--- src/rtl/mem_write_checker_table.sv ---
// memchk_table: expected (address, data) register file, sync write, async read
module memchk_table #(
    parameter int ADDR_W = 32,
    parameter int DATA_W = 32,
    parameter int DEPTH  = 4,
    parameter int IDX_W  = 2
) (
    input  logic              clk,
    input  logic              rst,
    input  logic              we,
    input  logic [IDX_W-1:0]  widx,
    input  logic [ADDR_W-1:0] waddr,
    input  logic [DATA_W-1:0] wdata,
    input  logic [IDX_W-1:0]  ridx,
    output logic [ADDR_W-1:0] raddr,
    output logic [DATA_W-1:0] rdata
);
    logic [ADDR_W-1:0] addr_mem [DEPTH];
    logic [DATA_W-1:0] data_mem [DEPTH];

    always_ff @(posedge clk) begin
        if (!rst) begin
            for (int i = 0; i < DEPTH; i++) begin
                addr_mem[i] <= '0;
                data_mem[i] <= '0;
            end
        end else if (we && int'(widx) < DEPTH) begin
            addr_mem[widx] <= waddr;
            data_mem[widx] <= wdata;
        end
    end

    assign raddr = addr_mem[ridx];
    assign rdata = data_mem[ridx];
endmodule

--- config.mk ---
export PLATFORM = sky130hd
export DESIGN_NAME = memchk_table
export DESIGN_NICKNAME = d
export VERILOG_FILES = /design/src/rtl/mem_write_checker_table.sv
export SDC_FILE = /design/constraint.sdc
export NUM_CORES = 1
export LEC_CHECK = 0
export BUFFER_PORTS_ARGS = -buffer_cell sky130_fd_sc_hd__buf_2
export CAP_MARGIN = 10
export CORE_MARGIN = 4
export CORE_UTILIZATION = 45
export CTS_BUF_LIST = sky130_fd_sc_hd__clkbuf_16
export CTS_CLUSTER_SIZE = 12
export DETAILED_ROUTE_END_ITERATION = 10
export GPL_TIMING_DRIVEN = 0
export PLACE_DENSITY = 0.63
export SYNTH_ARGS = -nofsm -noshare
export SYNTH_HDL_FRONTEND = slang
export SYNTH_SLANG_ARGS = --single-unit
--- constraint.sdc ---
create_clock -name clk -period 10.8 [get_ports clk]
set_input_delay 2.7 -clock clk [delete_from_list [all_inputs] [get_ports clk]]
set_output_delay 2.7 -clock clk [all_outputs]
set_load 0.1 [all_outputs]
==> results of run 1 <==
## state kept, by name (all words and copies together), names as in the netlist
name and count:
addr_mem 128, data_mem 128
## metal layers
| layer | GRT usage (%) | share of wire, % |
|---|---|---|
| met4 | 4.16 | 2.1 |
| met5 | 0 | 0.19 |
| met3 | 4.71 | 6.8 |
| met1 | 23.3 | 41 |
| met2 | 30.5 | 50 |
## power groups by stage
stage                     logic (uW)  registers (uW)  clock network, uW
after floorplan                  342            1210                  0
after global placement           426            1220                  0
after detailed placement         442            1210                  0
after CTS                        443            1190                888
after global routing             456            1200                928
final                            438            1190                870
## cells in the mapped netlist
library cell | number | area share, %
and2_1 | 192 | 11
and3_1 | 64 | 3.6
and4b_1 | 2 | 0.18
and4bb_1 | 1 | 0.11
buf_12 | 6 | 1.1
buf_2 | 13 | 0.58
buf_4 | 2 | 0.13
buf_6 | 13 | 1.3
clkbuf_1 | 12 | 0.40
clkbuf_2 | 3 | 0.13
edfxtp_1 | 256 | 68
inv_1 | 1 | 0.033
mux4_1 | 4 | 0.94
mux4_2 | 60 | 12
nand2_1 | 3 | 0.10
nand3_1 | 1 | 0.045
nand3b_1 | 1 | 0.067
o21ai_0 | 1 | 0.045
o31ai_1 | 1 | 0.067
## cell type report
cell class / instances / area (um2)
Timing Repair Buffer: 141 / 868
Clock inverter: 23 / 118
Clock buffer: 29 / 726
Multi-Input combinational cell: 330 / 3170
Fill cell: 1969 / 11100
Tap cell: 324 / 405
Inverter: 1 / 3.75
Sequential cell: 256 / 7690
Buffer: 49 / 407
Antenna cell: 2 / 5.00
## metrics by stage
stage / worst slack (ns) / utilization, % / hold WS (ns) / TNS [ns] / area (um2)
5_1_grt: 3.97 / 54.7 / 2.47 / 0 / 13400
3_5_place_dp: 4.03 / 51.3 / 3.01 / 0 / 12500
4_1_cts: 4.03 / 54.7 / 2.46 / 0 / 13400
3_3_place_gp: -2.04 / 50.2 / 3.00 / -228.60 / 12300
6_report: 4.04 / 54.7 / 2.48 / 0 / 13400
2_1_floorplan: 2.56 / - / 2.90 / 0 / 11200
## logic make-up after synthesis
family	Yosys count
AND/OR/NAND/NOR	264
flip-flops	256
multiplexers	64
buffers and inverters	50
AO/OA/AOI/OAI	2
## cells in the final DEF (no fill, tap or decap), drive strengths merged
cell type | synthesis | routed
edfxtp | 256 | 256
and2 | 192 | 192
buf | 34 | 175
and3 | 64 | 64
mux4 | 64 | 64
clkbuf | 15 | 44
clkinv | 0 | 14
inv | 1 | 9
nand2 | 3 | 3
diode | 0 | 2
and4b | 2 | 2
o31ai | 1 | 1
nand3b | 1 | 1
nand3 | 1 | 1
o21ai | 1 | 1
and4bb | 1 | 1
bufinv | 0 | 1
## worst max-delay path by stage
stage          slack [ns]  depth (start not counted)              end
3_5_place_dp         4.03                          4        rdata[26]
4_1_cts              4.03                          4        rdata[26]
2_1_floorplan        2.56                          3   addr_mem[0][0]
5_1_grt              3.97                          4        rdata[26]
6_report             4.04                          4        rdata[26]
3_3_place_gp        -2.04                          4  addr_mem[0][26]
==> summary.txt, run 1 <==
Run status
  – Result of the run: complete, no violations

Die
  – Number of primary I/O pins: 135
  – Horizontal die dimension: 166 um
  – Vert. Die Dim: 166 um
  – Core ar.: 0.0245 mm2
  – Number of core rows: 57
  – Initial core utilization: 45.9%
  – Die footprint: 0.0275 mm2

Synthesis
  – Number of synthesized register bits: 256
  – Distinct cell type count after synthesis: 19
  – Synthesized instance count: 636
  – Share of synthesized cell area in full adder, half adder and majority cells: 0%
  – Number of warning messages in the yosys log: 0
  – Per-instance average area after synthesis: 17.6 um2
  – Multiplexer area fraction after synthesis: 13.0%
  – Xor and xnor area share after synthesis: 0%
  – Simple logic cell fraction of the synthesized area: 14.8%
  – Synthesized Nets: 707
  – Compound-cell area share of the yosys netlist: 0.111%
  – Netlist Area Pre-Place: 0.0112 mm2
  – Dominant combinational cell family by area after synthesis: simple AND/OR/NAND/NOR gates
  – Post-synthesis sequential area ratio: 68.5%

Clocking
  – Buffer depth of the longest clock path: 3
  – TritonCTS Buffers: 28
  – Cell at the root of the clock tree: clkbuf_16
  – # clock sinks: 256
  – Number of hold buffers added after cts: 0
  – CTS tree: done
  – Number of post-CTS setup repair buffers: 0
  – Clock transition at the registers of the reported paths: 0.06 ns
  – CTS HTree Levels: 1
  – Number of cells upsized or downsized after cts: 0

Timing
  – Unrepaired setup endpoints after global routing: no
  – Total of endpoints with negative setup slack in the final report: 0
  – Count of pins over their slew limit: 0
  – Count of endpoints failing hold in the final timing report: 0
  – Slew of the pin with the lowest slew margin: 0.839 ns
  – Minimum clock period: 6.76 ns
  – Final cycle utilization of the critical path: 62.6%
  – Relative slew margins: 43.9%
  – F_max: 148 MHz

Setup path
  – WP data arrival: 4.06 ns
  – Critical path type: in -> out
  – Slowest cell on the critical path: buf_2
  – Biggest cell delay along the critical path: 0.43 ns
  – Family with the most delay on the worst path: buffers and inverters
  – Worst Setup SP: ridx[1]
  – Critical Path Fanout Max: 10
  – Cells along the critical path: clkbuf_2, buf_2, mux4_2, buf_2
  – Number of buffers and inverters on the critical path: 3
  – Most common cell type on the critical path: buf_2
  – Data required time at the worst endpoint: 8.10 ns
  – Critical path capture point type: primary output
  – Startpoint kind of the worst setup timing path: primary input

Worst hold path
  – Hold WC Path Type: in -> reg
  – Hold-critical path endpoint: data_mem[0][23]
  – Worst min-delay path startpoint: wdata[23]
  – Cell count of the worst hold path: 2

Placement
  – Half-perimeter wire length after placement: 15.9 mm
  – Gp weighted congestion: 0.731
  – Count of buffers from port buffering: 132
  – Placed cell count: 1101

Global route
  – Maximum number of pins on one net before global-route repair: 51
  – Tot GR Track Use: 17.9%
  – Via count of the first global-routing pass: 6720
  – Grt ovf: 0
  – Wire length of the first global-routing pass: 38.6 mm
  – Initial antenna violation count: 5

Power and ir drop
  – Flop pwr share: 47.7%
  – Clock Power Share: 34.8%
  – Final Power: 2500 uW
  – Switching part of the total: 28.7%
  – Combinational power share: 17.5%
  – Internal power: 1780 uW
  – Power Dens Cells: 187 mW/mm2
  – Switch Pwr: 717 uW
  – Leakage: 0.00524 uW
  – Worst IR Drop VDD: 101 uV

Final layout
  – Final net count: 878
  – Layout cells sized above 1: 33.3%
  – Cell Count, Final, Fillers Out: 1155
  – Synthesis-to-finish area growth: 19.3%

Route
  – DR vias: 6177
  – Final routed DRC violation total: 0
  – Antenna Nets Post-Route: 0
  – Vias per Instance: 5.35
  – Wire length per cell after detailed routing: 21.7 um
  – Final WL: 25.0 mm
  – DR pass1 iterations: 4
  – Number of DRC markers in iteration 0: 473

Run
  – Maximum Capacitance Violations: 0
(Power assumes the default switching activity.)
==> run 2, diff against run 1 <==
--- a/config.mk
+++ b/config.mk
@@ -13,7 +13,7 @@
 export CTS_CLUSTER_SIZE = 12
 export DETAILED_ROUTE_END_ITERATION = 10
 export GPL_TIMING_DRIVEN = 0
-export PLACE_DENSITY = 0.63
+export PLACE_DENSITY = 0.66
 export SYNTH_ARGS = -nofsm -noshare
 export SYNTH_HDL_FRONTEND = slang
 export SYNTH_SLANG_ARGS = --single-unit
==> constraint.sdc (replaced) <==
create_clock -name clk -period 5.6 [get_ports clk]
set_input_delay 1.4 -clock clk [delete_from_list [all_inputs] [get_ports clk]]
set_output_delay 1.4 -clock clk [all_outputs]
set_load 0.1 [all_outputs]
==> summary.txt, run 2 (synthesis gave the netlist of run 1 again) <==
Clocking
  – Number of post-CTS setup repair buffers: 0 (unchanged)
  – CTS HTree Levels: 1 (unchanged)
  – # clock sinks: 256 (unchanged)
  – Number of hold buffers added after cts: 0 (unchanged)
  – Clock transition at the registers of the reported paths: 0.06 ns (about the same)
  – TritonCTS Buffers: 27 (-3.6%)
  – Number of cells upsized or downsized after cts: 0 (unchanged)
  – Buffer depth of the longest clock path: 3 (unchanged)
  – Cell at the root of the clock tree: clkbuf_16
  – CTS tree: done

Timing
  – Unrepaired setup endpoints after global routing: no
  – Count of pins over their slew limit: 0 (unchanged)
  – Worst slack on hold paths: 1.18 ns (-1.30 ns)
  – Relative slew margins: 48.7% (+4.8 points)
  – Final TNS setup: 0 ns (unchanged)
  – F_max: 240 MHz
  – Final cycle utilization of the critical path: 74.4%
  – Final Worst Setup Slack: 1.44 ns (-2.60 ns)
  – Count of endpoints failing hold in the final timing report: 0 (unchanged)
  – Total of endpoints with negative setup slack in the final report: 0 (unchanged)
  – Slew of the pin with the lowest slew margin: 0.770 ns (-0.0692 ns)
  – Minimum clock period: 4.16 ns

Final layout
  – Final-layout fill cell count: 1976 (+0.36%)
  – Final net count: 878 (unchanged)
  – Antenna diode count: 0 (-2)
  – Synthesis-to-finish area growth: 18.6%
  – Share of the core filled with cells in the final layout: 54.4% (-0.32 points)
  – Commonest non-fill, non-tap cell in the layout: edfxtp_1
  – Layout cells sized above 1: 33.5% (+0.24 points)
  – Total area of multi-input combinational cells: 0.00317 mm2 (unchanged)
  – Largest registers in the final layout: addr_mem x128, data_mem x128
  – Commonest cells after routing, fill and taps aside: edfxtp_1 (256), and2_1 (192), buf_2 (145)
  – Sequential cell area: 0.00769 mm2 (unchanged)

Global route
  – Grt ovf: 0 (unchanged)
  – Initial antenna violation count: 2 (-3)
  – Wire length of the first global-routing pass: 38.2 mm (-1.1%)
  – Maximum number of pins on one net before global-route repair: 55 (+7.8%)
  – Tot GR Track Use: 17.7% (-0.23 points)
  – Via count of the first global-routing pass: 6736 (+0.24%)

Power and ir drop
  – Combinational power share: 18.0% (+0.5 points)
  – Final Power: 4690 uW (+88%)
  – Clock Power Share: 33.0% (-1.8 points)
  – Flop pwr share: 49.0% (+1.3 points)
  – Leakage: 0.00520 uW (-0.69%)
  – Power Dens Cells: 353 mW/mm2 (+89%)
  – Switch Pwr: 1360 uW (+90%)
  – Switching part of the total: 29.0% (+0.33 points)
  – Worst IR Drop VDD: 268 uV (+170%)
  – Internal power: 3330 uW (+87%)

Placement
  – Count of buffers from port buffering: 132 (unchanged)
  – Half-perimeter wire length after placement: 16.0 mm (+0.96%)
  – Gp weighted congestion: 0.725 (-0.71%)
  – Placement-stage worst setup slack: 1.42 ns (-2.62 ns)

Route
  – DR pass1 iterations: 5 (+1)
  – Vias per Instance: 5.36 (+0.27%)
  – DR vias: 6151 (-0.42%)
  – Wire length per cell after detailed routing: 21.5 um (-0.51%)
  – Antenna Nets Post-Route: 0 (unchanged)
  – Number of DRC markers in iteration 0: 395 (-16%)
  – Final routed DRC violation total: 0 (unchanged)
  – Final WL: 24.7 mm (-1.2%)

Die
  – Initial core utilization: 45.9% (unchanged)
  – Number of core rows: 57 (unchanged)
  – Vert. Die Dim: 166 um (unchanged)
  – Number of primary I/O pins: 135 (unchanged)
  – Die footprint: 0.0275 mm2 (unchanged)
  – Core ar.: 0.0245 mm2 (unchanged)
  – Horizontal die dimension: 166 um (unchanged)

Setup path
  – Critical path capture point type: primary output
  – Critical Path Fanout Max: 10 (unchanged)
  – Critical path endpoint: raddr[2]
  – Biggest cell delay along the critical path: 0.43 ns (about the same)
  – Startpoint kind of the worst setup timing path: primary input
  – Worst Setup SP: ridx[1]
  – Slowest cell on the critical path: buf_2
  – WP data arrival: 2.76 ns (-1.30 ns)
  – Cells along the critical path: clkbuf_2, buf_2, mux4_2, buf_2
  – Critical path type: in -> out
  – Data required time at the worst endpoint: 4.20 ns (-3.90 ns)
  – Most common cell type on the critical path: buf_2

Run
  – Maximum Capacitance Violations: 0 (unchanged)

Run status
  – Result of the run: complete, no violations

Worst hold path
  – Worst min-delay path startpoint: wdata[7]
  – Hold WC Path Type: in -> reg
-- run 2: cell count changes in the layout (fill, tap and decap cells not counted), sizes merged --
cell | before | now
clkinv | 14 | 10
clkbuf | 44 | 42
diode | 2 | 0
buf | 175 | 176
bufinv | 1 | 0
-- run 2: metal layers --
metal  part of all wire, %  vias to the layer above  global-route usage [%]
met4                   1.7                        4                    3.95
met2                    52                      191                    31.2
met1                    40                     3154                    23.0
li1                      -                     2759                       -
met3                   6.1                       43                    3.38
met5                  0.10                        -                       0
-- run 2: area by class of cell --
type                       count  share of cell area (%)
multi-input combinational    330                    23.8
inverter                       1                  0.0282
clock buffer                  27                    5.08
timing repair buffer         142                    6.64
sequential                   256                    57.8
tap                          324                    3.05
buffer                        49                    3.06
clock inverter                18                   0.592
-- run 2: metrics by stage --
stage,instances,instance area [um2]
after floorplan,636,11200
after global placement,1092,12300
after detailed placement,1102,12600
after CTS,1147,13300
after global routing,1147,13300
final,1147,13300
-- run 2: power by group through the flow --
stage / registers [uW] / logic [uW] / clock network, uW
after floorplan: 2330 / 660 / 0
after global placement: 2340 / 820 / 0
after detailed placement: 2340 / 854 / 0
after CTS: 2300 / 855 / 1580
after global routing: 2310 / 879 / 1660
final: 2300 / 845 / 1550
-- run 2: critical path: cells and delay by family --
| family | cells | cell delay, ns |
|---|---|---|
| muxes | 1 | 0.28 |
| buffers and inverters | 3 | 1.07 |
-- run 2: worst min-delay path by stage --
| stage | end | depth (start not counted) |
|---|---|---|
| finish | data_mem[0][7] | 2 |
| global route | data_mem[2][10] | 2 |
| CTS | data_mem[1][7] | 2 |
| detailed placement | data_mem[1][7] | 2 |
| global placement | addr_mem[2][6] | 2 |
| floorplan | addr_mem[0][0] | 1 |
==> run 3, diff against run 2 <==
--- a/config.mk
+++ b/config.mk
@@ -13,7 +13,7 @@
 export CTS_CLUSTER_SIZE = 12
 export DETAILED_ROUTE_END_ITERATION = 10
 export GPL_TIMING_DRIVEN = 0
-export PLACE_DENSITY = 0.66
+export PLACE_DENSITY = 0.63
 export SYNTH_ARGS = -nofsm -noshare
 export SYNTH_HDL_FRONTEND = slang
 export SYNTH_SLANG_ARGS = --single-unit
==> constraint.sdc (replaced) <==
create_clock -name clk -period 4.1 [get_ports clk]
set_input_delay 1.025 -clock clk [delete_from_list [all_inputs] [get_ports clk]]
set_output_delay 1.025 -clock clk [all_outputs]
set_load 0.1 [all_outputs]
==> summary.txt, run 3 (synthesis gave the netlist of run 1 again) <==
Global route
  – Tot GR Track Use: 18.7% (+0.96 points)
  – Initial antenna violation count: 6 (+4)
  – Wire length of the first global-routing pass: 39.6 mm (+3.7%)
  – Maximum number of pins on one net before global-route repair: 48 (-13%)
  – Grt ovf: 0 (unchanged)
  – Via count of the first global-routing pass: 6799 (+0.94%)

Timing
  – Count of endpoints failing hold in the final timing report: 0 (unchanged)
  – Final cycle utilization of the critical path: 82.8%
  – Slew of the pin with the lowest slew margin: 0.722 ns (-0.0473 ns)
  – Final TNS setup: 0 ns (unchanged)
  – Total of endpoints with negative setup slack in the final report: 0 (unchanged)
  – Count of pins over their slew limit: 0 (unchanged)
  – F_max: 295 MHz
  – Minimum clock period: 3.39 ns
  – Worst slack on hold paths: 0.783 ns (-0.397 ns)
  – Final Worst Setup Slack: 0.706 ns (-0.729 ns)
  – Relative slew margins: 51.8% (+3.2 points)
  – Unrepaired setup endpoints after global routing: no

Placement
  – Half-perimeter wire length after placement: 16.5 mm (+2.7%)
  – Count of buffers from port buffering: 132 (unchanged)
  – Placement-stage worst setup slack: 0.709 ns (-0.707 ns)
  – Gp weighted congestion: 0.739 (+1.8%)

Route
  – Wire length per cell after detailed routing: 22.4 um (+3.9%)
  – Final routed DRC violation total: 0 (unchanged)
  – DR vias: 6170 (+0.31%)
  – DR pass1 iterations: 5 (unchanged)
  – Vias per Instance: 5.34 (-0.47%)
  – Antenna Nets Post-Route: 0 (unchanged)
  – Final WL: 25.9 mm (+4.7%)
  – Number of DRC markers in iteration 0: 481 (+22%)

Die
  – Core ar.: 0.0245 mm2 (unchanged)
  – Horizontal die dimension: 166 um (unchanged)
  – Die footprint: 0.0275 mm2 (unchanged)
  – Number of primary I/O pins: 135 (unchanged)
  – Number of core rows: 57 (unchanged)
  – Initial core utilization: 45.9% (unchanged)
  – Vert. Die Dim: 166 um (unchanged)

Setup path
  – Startpoint kind of the worst setup timing path: primary input
  – Critical Path Fanout Max: 10 (unchanged)
  – WP data arrival: 2.37 ns (-0.39 ns)
  – Critical path type: in -> out
  – Data required time at the worst endpoint: 3.07 ns (-1.13 ns)
  – Critical path capture point type: primary output

Clocking
  – Number of hold buffers added after cts: 0 (unchanged)
  – CTS tree: done
  – Buffer depth of the longest clock path: 3 (unchanged)
  – CTS HTree Levels: 1 (unchanged)
  – Number of cells upsized or downsized after cts: 0 (unchanged)
  – # clock sinks: 256 (unchanged)
  – Number of post-CTS setup repair buffers: 0 (unchanged)
  – Clock transition at the registers of the reported paths: 0.06 ns (about the same)
  – TritonCTS Buffers: 28 (+3.7%)
  – Cell at the root of the clock tree: clkbuf_16

Final layout
  – Final net count: 879 (+0.11%)
  – Commonest non-fill, non-tap cell in the layout: edfxtp_1
  – Share of the core filled with cells in the final layout: 54.9% (+0.53 points)
  – Commonest cells after routing, fill and taps aside: edfxtp_1 (256), and2_1 (192), buf_2 (145)
  – Layout cells sized above 1: 33.3% (-0.28 points)
  – Largest registers in the final layout: addr_mem x128, data_mem x128
  – Synthesis-to-finish area growth: 19.7%

Power and ir drop
  – Worst IR Drop VDD: 296 uV (+11%)
  – Power Dens Cells: 498 mW/mm2 (+41%)
  – Leakage: 0.00526 uW (+1.1%)

Worst hold path
  – Worst min-delay path startpoint: waddr[10]
  – Hold WC Path Type: in -> reg
  – Hold-critical path endpoint: addr_mem[0][10]
  – Cell count of the worst hold path: 2 (unchanged)

Run status
  – Result of the run: complete, no violations

Run
  – Maximum Capacitance Violations: 0 (unchanged)
==> run 3: how the worst max path moves through the flow <==
stage | from | to | slack, ns | cells past startpoint
floorplan | we | addr_mem[0][0] | 0.72 | 3
global placement | we | data_mem[2][5] | -1.12 | 4
detailed placement | ridx[1] | raddr[25] | 0.71 | 4
CTS | ridx[1] | raddr[25] | 0.71 | 4
global route | ridx[1] | raddr[24] | 0.67 | 4
finish | ridx[1] | raddr[18] | 0.71 | 4
==> run 3: report_power, final <==
part,internal (uW),switching [uW],total [uW]
logic,277,881,1160
registers,3090,46.1,3140
clock network,1420,982,2400
total,4790,1910,6700
==> run 3: final cells by class <==
class                      count  area [um2]
fill                        2019       11000
multi-input combinational    330        3170
clock inverter                24         183
inverter                       1        3.75
timing repair buffer         142         878
buffer                        49         407
antenna                        2        5.00
clock buffer                  28         701
tap                          324         405
sequential                   256        7690
==> run 3: stage by stage <==
step | power (uW) | instance area, um2 | cells
floorplan | 4080 | 11200 | 636
global placement | 4320 | 12300 | 1092
detailed placement | 4370 | 12500 | 1102
CTS | 6770 | 13400 | 1154
global route | 6920 | 13400 | 1155
finish | 6700 | 13400 | 1156
==> run 3: layer usage <==
metal  vias to the layer above  wire [um]  track usage, %
met3                        47       1700            4.24
met5                         -         46               0
met1                      3162      10500            24.4
li1                       2775          -               -
met4                         8        503            3.84
met2                       178      13100            32.3
==> run 3: critical path, stage by stage <==
cell      delay, ns
clkbuf_2       0.26
buf_2          0.35
mux4_2         0.28
buf_2          0.44
